`src/rtl/nx_ram_sw_arbiter.sv`:
```
// nx_ram_sw_arbiter: shares one single-port RAM between the functional datapath and the
// software indirect-access controller, tagging reads so responses return to their owner.
module nx_ram_sw_arbiter #(
    parameter int N_DATA_BITS   = 32,
    parameter int N_ENTRIES     = 1024,
    parameter int RD_LATENCY    = 1,
    parameter int N_STARVE_BITS = 4,
    localparam int AW           = $clog2(N_ENTRIES)
) (
    input  logic                   clk,
    input  logic                   rst_n,
    input  logic                   hw_req,
    input  logic                   hw_we,
    input  logic [AW-1:0]          hw_add,
    input  logic [N_DATA_BITS-1:0] hw_wdat,
    output logic                   hw_gnt,
    output logic                   hw_rsp,
    output logic [N_DATA_BITS-1:0] hw_rdat,
    input  logic                   sw_cs,
    input  logic                   sw_ce,
    input  logic                   sw_we,
    input  logic [AW-1:0]          sw_add,
    input  logic [N_DATA_BITS-1:0] sw_wdat,
    input  logic                   yield,
    input  logic                   reset,
    output logic                   grant,
    output logic                   rsp,
    output logic [N_DATA_BITS-1:0] sw_rdat,
    output logic                   mem_cs,
    output logic                   mem_ce,
    output logic                   mem_we,
    output logic [AW-1:0]          mem_add,
    output logic [N_DATA_BITS-1:0] mem_wdat,
    input  logic [N_DATA_BITS-1:0] mem_rdat
);
    localparam int LAST = RD_LATENCY - 1;

    logic [N_STARVE_BITS-1:0] wait_cnt;
    logic [RD_LATENCY-1:0]    tag_v;
    logic [RD_LATENCY-1:0]    tag_o;
    logic                     sw_pri;
    logic                     rd_issue;

    assign sw_pri   = yield | reset | (&wait_cnt);
    // Gating with rst_n keeps the RAM strobes quiet while the block is held in reset.
    assign grant    = rst_n & sw_cs & (sw_pri | !hw_req);
    assign hw_gnt   = rst_n & hw_req & !grant;
    assign mem_cs   = grant | hw_gnt;
    assign mem_we   = grant ? sw_we : (hw_gnt & hw_we);
    assign mem_ce   = grant & sw_ce;
    assign mem_add  = grant ? sw_add  : (hw_gnt ? hw_add  : '0);
    assign mem_wdat = grant ? sw_wdat : (hw_gnt ? hw_wdat : '0);
    assign rd_issue = mem_cs & (!mem_we | mem_ce);

    always_ff @(posedge clk or negedge rst_n) begin
        if (!rst_n) begin
            wait_cnt <= '0;
            tag_v    <= '0;
            tag_o    <= '0;
            rsp      <= 1'b0;
            hw_rsp   <= 1'b0;
            sw_rdat  <= '0;
            hw_rdat  <= '0;
        end else begin
            wait_cnt <= (!sw_cs || grant) ? '0 : (&wait_cnt ? wait_cnt : wait_cnt + 1'b1);
            tag_v[0] <= rd_issue;
            tag_o[0] <= grant;
            for (int i = 1; i < RD_LATENCY; i++) begin
                tag_v[i] <= tag_v[i-1];
                tag_o[i] <= tag_o[i-1];
            end
            rsp    <= tag_v[LAST] & tag_o[LAST];
            hw_rsp <= tag_v[LAST] & !tag_o[LAST];
            if (tag_v[LAST] && tag_o[LAST])
                sw_rdat <= mem_rdat;
            if (tag_v[LAST] && !tag_o[LAST])
                hw_rdat <= mem_rdat;
        end
    end
endmodule

```
`config.mk`:
```
export PLATFORM = sky130hd
export DESIGN_NAME = nx_ram_sw_arbiter
export DESIGN_NICKNAME = d
export VERILOG_FILES = /design/src/rtl/nx_ram_sw_arbiter.sv
export SDC_FILE = /design/constraint.sdc
export NUM_CORES = 1
export LEC_CHECK = 0
export CAP_MARGIN = 25
export CORE_UTILIZATION = 37
export CTS_CLUSTER_DIAMETER = 100
export DETAILED_ROUTE_END_ITERATION = 6
export PLACE_DENSITY = 0.82
export SETUP_SLACK_MARGIN = 0.1
export SYNTH_ARGS = -nofsm -noshare
export SYNTH_HDL_FRONTEND = slang
export SYNTH_SLANG_ARGS = --single-unit
```
`constraint.sdc`:
```
create_clock -name clk -period 2.1 [get_ports clk]
set_input_delay 0.42 -clock clk [delete_from_list [all_inputs] [get_ports clk]]
set_output_delay 0.42 -clock clk [all_outputs]
set_load 0.01 [all_outputs]
```
==> metrics.yaml, run 1 <==
postSynthCellCount: 316
port_buffers: 237
vias_per_cell: 4.75
antenna_cells: 0
drv_slew: 0
rows: 35
status: "finished with violations"
die_w_um: 101
dp_hpwl_um: 8920
final.min_clock_period_ns: 2.41
die_y_um: 101
power_leakage_uw: 0.00300
cts_made_buffers: 9
critPathArrivalTime_ns: 1.99
slew_headroom_pct: 58.0
power.density_mw_per_mm2: 740
synth_nets: 442
grt_max_degree: 53
crit_fanout: 7
ys_ff_latch: 72
htreeDepth: 3
cts_root_buf: "clkbuf_8"
tritoncts: "done"
hold_class: "input port to asynchronous set/reset pin"
worstSetupEndpointType: "output pin"
finalWorstSetupSlack_ns: -0.307
core_area_sq_mm: 0.00942
violations: "setup timing"
initial_core_util_pct: 38.9
synth-seq-area-share_pct: 49.2
worstPathRequired_ns: 1.68
final-hold-violation-count: 0
syn_to_final_growth_pct: 81.7
finalPower_uw: 4920
clock_skew_ns: 0.00485
drive_gt1_share_pct: 31.2
clockBufferDepth: 2
tightestPinTransition_ns: 0.630
wl_per_cell_um: 16.5
whs_ns: 0.0548
drt_iter0_markers: 69
drt-total-wl_um: 12000
clk_pin_slew_worst_paths_ns: 0.08
drc_errors: 0
num-nets-final: 718
antenna_found_initial: 0
avgSynthCellArea_sq_um: 11.6
dieArea_sq_mm: 0.0103
clk_latency_ns: 0.34
rsz0062_at_grt: "true"
syn_area_sq_mm: 0.00366
multi_input_area_sq_mm: 0.00173
ioPinCount: 238
peakVddDrop_mv: 0.335
yosys_warnings: 0
grt_overflow: 0
fillers: 731
criticalPathCategory: "input port to output pin"
gp_congestion: 0.857
vias: 3445
fmax_mhz: 415
maxCapViolCount: 0
grt_pass1_vias: 3685
setup_violations: 46
numClockSinks: 72
grt_pass1_wl_um: 18300
cp-start-kind: "input port"
seqCellArea_sq_mm: 0.00180
grtUsageTotal_pct: 23.7
firstDrtPassIters: 6
hold_buffers: 0
ys_types: 28
ant_nets: 0
period_share_pct: 115
## Yosys cell counts
master     instances  area share [%]
nand2_1           87             8.9
dfrtp_1           72              49
mux2_2            64              20
mux2i_1           45              12
buf_2              9             1.2
clkbuf_1           8            0.82
buf_12             4             2.2
inv_1              3            0.31
nor3_1             3            0.41
and2_1             2            0.34
o21ai_0            2            0.27
a2111oi_0          1            0.24
a21boi_2           1            0.31
a21oi_2            1            0.24
a31oi_1            1            0.17
and2b_2            1            0.24
and3_1             1            0.17
buf_6              1            0.31
ha_1               1            0.34
nand2b_1           1            0.17
nand3_1            1            0.14
nand3_4            1            0.48
nand3b_1           1            0.21
nor2_1             1            0.10
nor2b_1            1            0.17
nor3b_4            1            0.51
o21a_1             1            0.21
xnor2_1            1            0.24
## stage by stage
step	util [%]	worst slack (ns)	TNS, ns	cells	area (sq um)
after global placement	66.3	-0.609	-24.99	684	6240
after detailed placement	66.3	-0.619	-25.84	684	6240
after global routing	70.6	-0.393	-12.85	726	6650
final	70.6	-0.307	-9.00	726	6650
after floorplan	-	0.202	0	316	3660
after CTS	69.9	-0.330	-9.39	720	6580
## placed cells by master (no fill, tap or decap), types with 2 or more instances in the layout
| cell type | netlist | layout |
|---|---|---|
| inv_1 | 3 | 3 |
| clkinvlp_4 | 0 | 2 |
| buf_4 | 0 | 33 |
| nor3_1 | 3 | 3 |
| mux2i_2 | 0 | 2 |
| nand2_1 | 87 | 87 |
| dfrtp_1 | 72 | 72 |
| mux2_2 | 64 | 64 |
| mux2i_1 | 45 | 43 |
| buf_2 | 9 | 43 |
| dlygate4sd2_1 | 0 | 4 |
| clkbuf_8 | 0 | 9 |
| clkdlybuf4s50_1 | 0 | 186 |
| o21ai_0 | 2 | 2 |
| buf_6 | 1 | 9 |
| buf_12 | 4 | 7 |
| bufinv_16 | 0 | 2 |
| buf_16 | 0 | 4 |
## sequential cells by signal (all words and copies together), names as in the netlist
name / cells
tag_v: 1
wait_cnt: 4
tag_o: 1
sw_rdat: 32
rsp: 1
hw_rdat: 32
hw_rsp: 1
## critical path, cell delays in order
cell and delay (ns):
clkdlybuf4s50_1 0.50, inv_1 0.09, a21oi_4 0.17, buf_6 0.13
buf_6 0.10, buf_16 0.11, buf_6 0.09, mux2i_1 0.20
buf_2 0.17
## cell families after synthesis
family / count (synthesis) / share of synthesized area, %
AO/OA/AOI/OAI: 7 / 1.44
XOR/XNOR: 1 / 0.239
adder cells (fa/ha/maj): 1 / 0.342
buffers and inverters: 25 / 4.86
flip-flops: 72 / 49.2
multiplexers: 109 / 32.0
AND/OR/NAND/NOR: 101 / 11.9
## routing by layer
layer	GRT usage, %	part of all wire [%]	up-vias
met5	0	0	-
met4	9.92	3.1	0
met3	8.90	9.1	30
met2	44.1	53	164
met1	23.6	35	1628
li1	-	-	1623
## where the power goes
| group | switching (uW) | internal [uW] | leakage (uW) |
|---|---|---|---|
| Combinational | 665 | 1190 | 0.00204 |
| Sequential | 167 | 1710 | 0.000857 |
| Clock | 509 | 675 | 0.000103 |
## worst paths after layout
| kind | start | endpoint | slack, ns | depth (start not counted) |
|---|---|---|---|---|
| worst max-delay path | sw_cs | mem_wdat[12] | -0.31 | 9 |
| worst min-delay path | rst_n | wait_cnt[1] | 0.05 | 2 |
| worst max register to register | wait_cnt[1] | wait_cnt[3] | 0.21 | 9 |
| worst min register to register | sw_rdat[30] | sw_rdat[30] | 0.51 | 1 |
| max in group asynchronous | rst_n | sw_rdat[6] | 1.05 | 3 |
| min in group clk | sw_rdat[30] | sw_rdat[30] | 0.51 | 1 |
## layout make-up
cell class	count	area share (%)
clock buffers	10	1.92
well taps	129	2.43
inverters	3	0.169
repair buffers	287	41.0
multi-input cells	219	26.0
flip-flops and latches	72	27.1
clock inverters	6	1.39
## what timing repair did
| action | CTS | global route |
|---|---|---|
| endpoints found under the setup margin | 47 | 46 |
| buffers inserted | 17 | 6 |
| gates cloned | 4 | 0 |
| resized for setup | 213 | 6 |
| pin swaps | 6 | 3 |
Note: power is estimated with default switching activity, not from simulation.
==> run 2: changes to the inputs <==
- clock period: 2.1 -> 2.3 ns (I/O delays scaled with it)
==> metrics.yaml, run 2 (synthesis results as in run 1) <==
crit_fanout: 6  # -1
final.min_clock_period_ns: 2.37
fmax_mhz: 423
period_share_pct: 103
rsz0062_at_grt: "true"
finalWorstSetupSlack_ns: -0.0667  # +0.240 ns
clkPwrFrac_pct: 22.5  # -1.6 points
core_area_sq_mm: 0.00942  # unchanged
drc_errors: 0  # unchanged
maxCapViolCount: 0  # unchanged
syn_to_final_growth_pct: 78.1
drt_iter0_markers: 60  # -13%
grt_pass1_wl_um: 17900  # -1.9%
grtUsageTotal_pct: 23.2  # -0.54 points
port_buffers: 237  # unchanged
die_w_um: 101  # unchanged
antenna_found_initial: 0  # unchanged
cp-start-kind: "flop"
grt_overflow: 0  # unchanged
tightestPinTransition_ns: 0.632  # +0.00237 ns
violations: "setup timing"
slew_headroom_pct: 57.8  # -0.16 points
drive_gt1_share_pct: 29.9  # -1.2 points
cts_root_buf: "clkbuf_8"
firstDrtPassIters: 4  # -2
fillers: 735  # +0.55%
clock_skew_ns: 0.00914  # +0.00429 ns
ioPinCount: 238  # unchanged
whs_ns: 0.198  # +0.143 ns
setup_violations: 29  # -37%
status: "finished with violations"
final-hold-violation-count: 0  # unchanged
power.density_mw_per_mm2: 669  # -9.5%
vias: 3417  # -0.81%
worstSetupEndpointType: "output pin"
vias_per_cell: 4.79  # +0.85%
final_cell_mix: "clkdlybuf4s50_1, nand2_1, dfrtp_1, mux2_2, mux2i_1"
criticalPathCategory: "flop to output pin"
clockBufferDepth: 2  # unchanged
power_leakage_uw: 0.00295  # -2.0%
drt-total-wl_um: 11700  # -2.1%
ant_nets: 0  # unchanged
peakVddDrop_mv: 0.381  # +14%
grt_max_degree: 53  # unchanged
gp_congestion: 0.875  # +2.1%
dp_hpwl_um: 8900  # -0.26%
dpl_worst_slack_ns: -0.509  # +0.109 ns
wl_per_cell_um: 16.4  # -0.44%
critPathArrivalTime_ns: 1.91  # -0.08 ns
hold_class: "input port to asynchronous set/reset pin"
final_common_cell: "clkdlybuf4s50_1"
htreeDepth: 3  # unchanged
p_sw_share_pct: 27.5  # +0.18 points
grt_pass1_vias: 3604  # -2.2%
die_y_um: 101  # unchanged
num-nets-final: 706  # -1.7%
power.internal_uw: 3160  # -12%
worstPathRequired_ns: 1.84  # +0.16 ns
top_regs: "hw_rdat: 32 flops, sw_rdat: 32 flops, wait_cnt: 4 flops"
antenna_cells: 0  # unchanged
pwr-share-seq_pct: 39.1  # +0.9 points
clk_pin_slew_worst_paths_ns: 0.07  # about the same
rows: 35  # unchanged
drv_slew: 0  # unchanged
dieArea_sq_mm: 0.0103  # unchanged
initial_core_util_pct: 38.9  # unchanged
cts_made_buffers: 9  # unchanged
p_sw_uw: 1200  # -11%
numClockSinks: 72  # unchanged
clk_latency_ns: 0.33  # about the same
tritoncts: "done"
combinationalPowerShare_pct: 38.4  # +0.7 points
==> run 2: final cells by class <==
| class | instances | area, sq um | area share [%] |
|---|---|---|---|
| multi-input cells | 219 | 1730 | 26.5 |
| repair buffers | 275 | 2620 | 40.2 |
| flip-flops and latches | 72 | 1800 | 27.6 |
| well taps | 129 | 161 | 2.48 |
| clock inverters | 5 | 56.3 | 0.864 |
| clock buffers | 11 | 141 | 2.17 |
| inverters | 3 | 11.3 | 0.173 |
==> run 2: power groups by stage <==
stage	logic, uW	registers, uW	clock network (uW)
after global routing	1790	1750	1060
after global placement	1640	1710	0
after floorplan	468	1870	0
final	1670	1710	980
after CTS	1680	1710	1010
after detailed placement	1670	1740	0
==> run 2: metal layers <==
layer / vias up / part of all wire (%) / wire length, um / global-route usage (%)
met3: 26 / 9.8 / 1150 / 8.76
met5: - / 0 / 0 / 0
li1: 1603 / - / - / -
met2: 168 / 53 / 6150 / 43.8
met4: 0 / 3.2 / 378 / 9.81
met1: 1620 / 34 / 4040 / 22.4
==> run 2: path summary, 6_finish.rpt <==
check                      depth (start not counted)  slack [ns]         from           end
max                                                8       -0.07  wait_cnt[1]  mem_wdat[23]
min                                                2        0.20        rst_n   hw_rdat[28]
max reg2reg                                        7        0.53  wait_cnt[1]   wait_cnt[3]
min reg2reg                                        1        0.51  sw_rdat[24]   sw_rdat[24]
max in group asynchronous                          3        1.14        rst_n   hw_rdat[10]
min in group clk                                   1        0.51  sw_rdat[24]   sw_rdat[24]
==> run 2: per-stage QoR <==
stage / utilization [%] / total power, uW / cells / instance area [sq um] / TNS, ns
5_1_grt: 69.2 / 4600 / 714 / 6520 / -3.87
4_1_cts: 68.5 / 4400 / 708 / 6450 / -1.63
2_1_floorplan: - / 2340 / 316 / 3660 / 0
3_5_place_dp: 66.1 / 3400 / 680 / 6230 / -20.63
3_3_place_gp: 66.1 / 3350 / 680 / 6230 / -19.85
6_report: 69.2 / 4360 / 714 / 6520 / -0.654
==> run 2: timing repair <==
action / 4_1_cts / 5_1_grt
hold buffers: 0 / 0
pin swaps: 3 / 4
endpoints found under the setup margin: 46 / 45
buffers inserted: 8 / 6
resized for setup: 196 / 12
cloned: 4 / 0
==> run 2: critical path, stage by stage, from the launching register on <==
cell and delay (ns):
dfrtp_1 0.41, ha_4 0.17, nand3_4 0.09, a21oi_4 0.16, buf_12 0.14, buf_12 0.11
buf_12 0.12, mux2i_2 0.21, buf_2 0.17
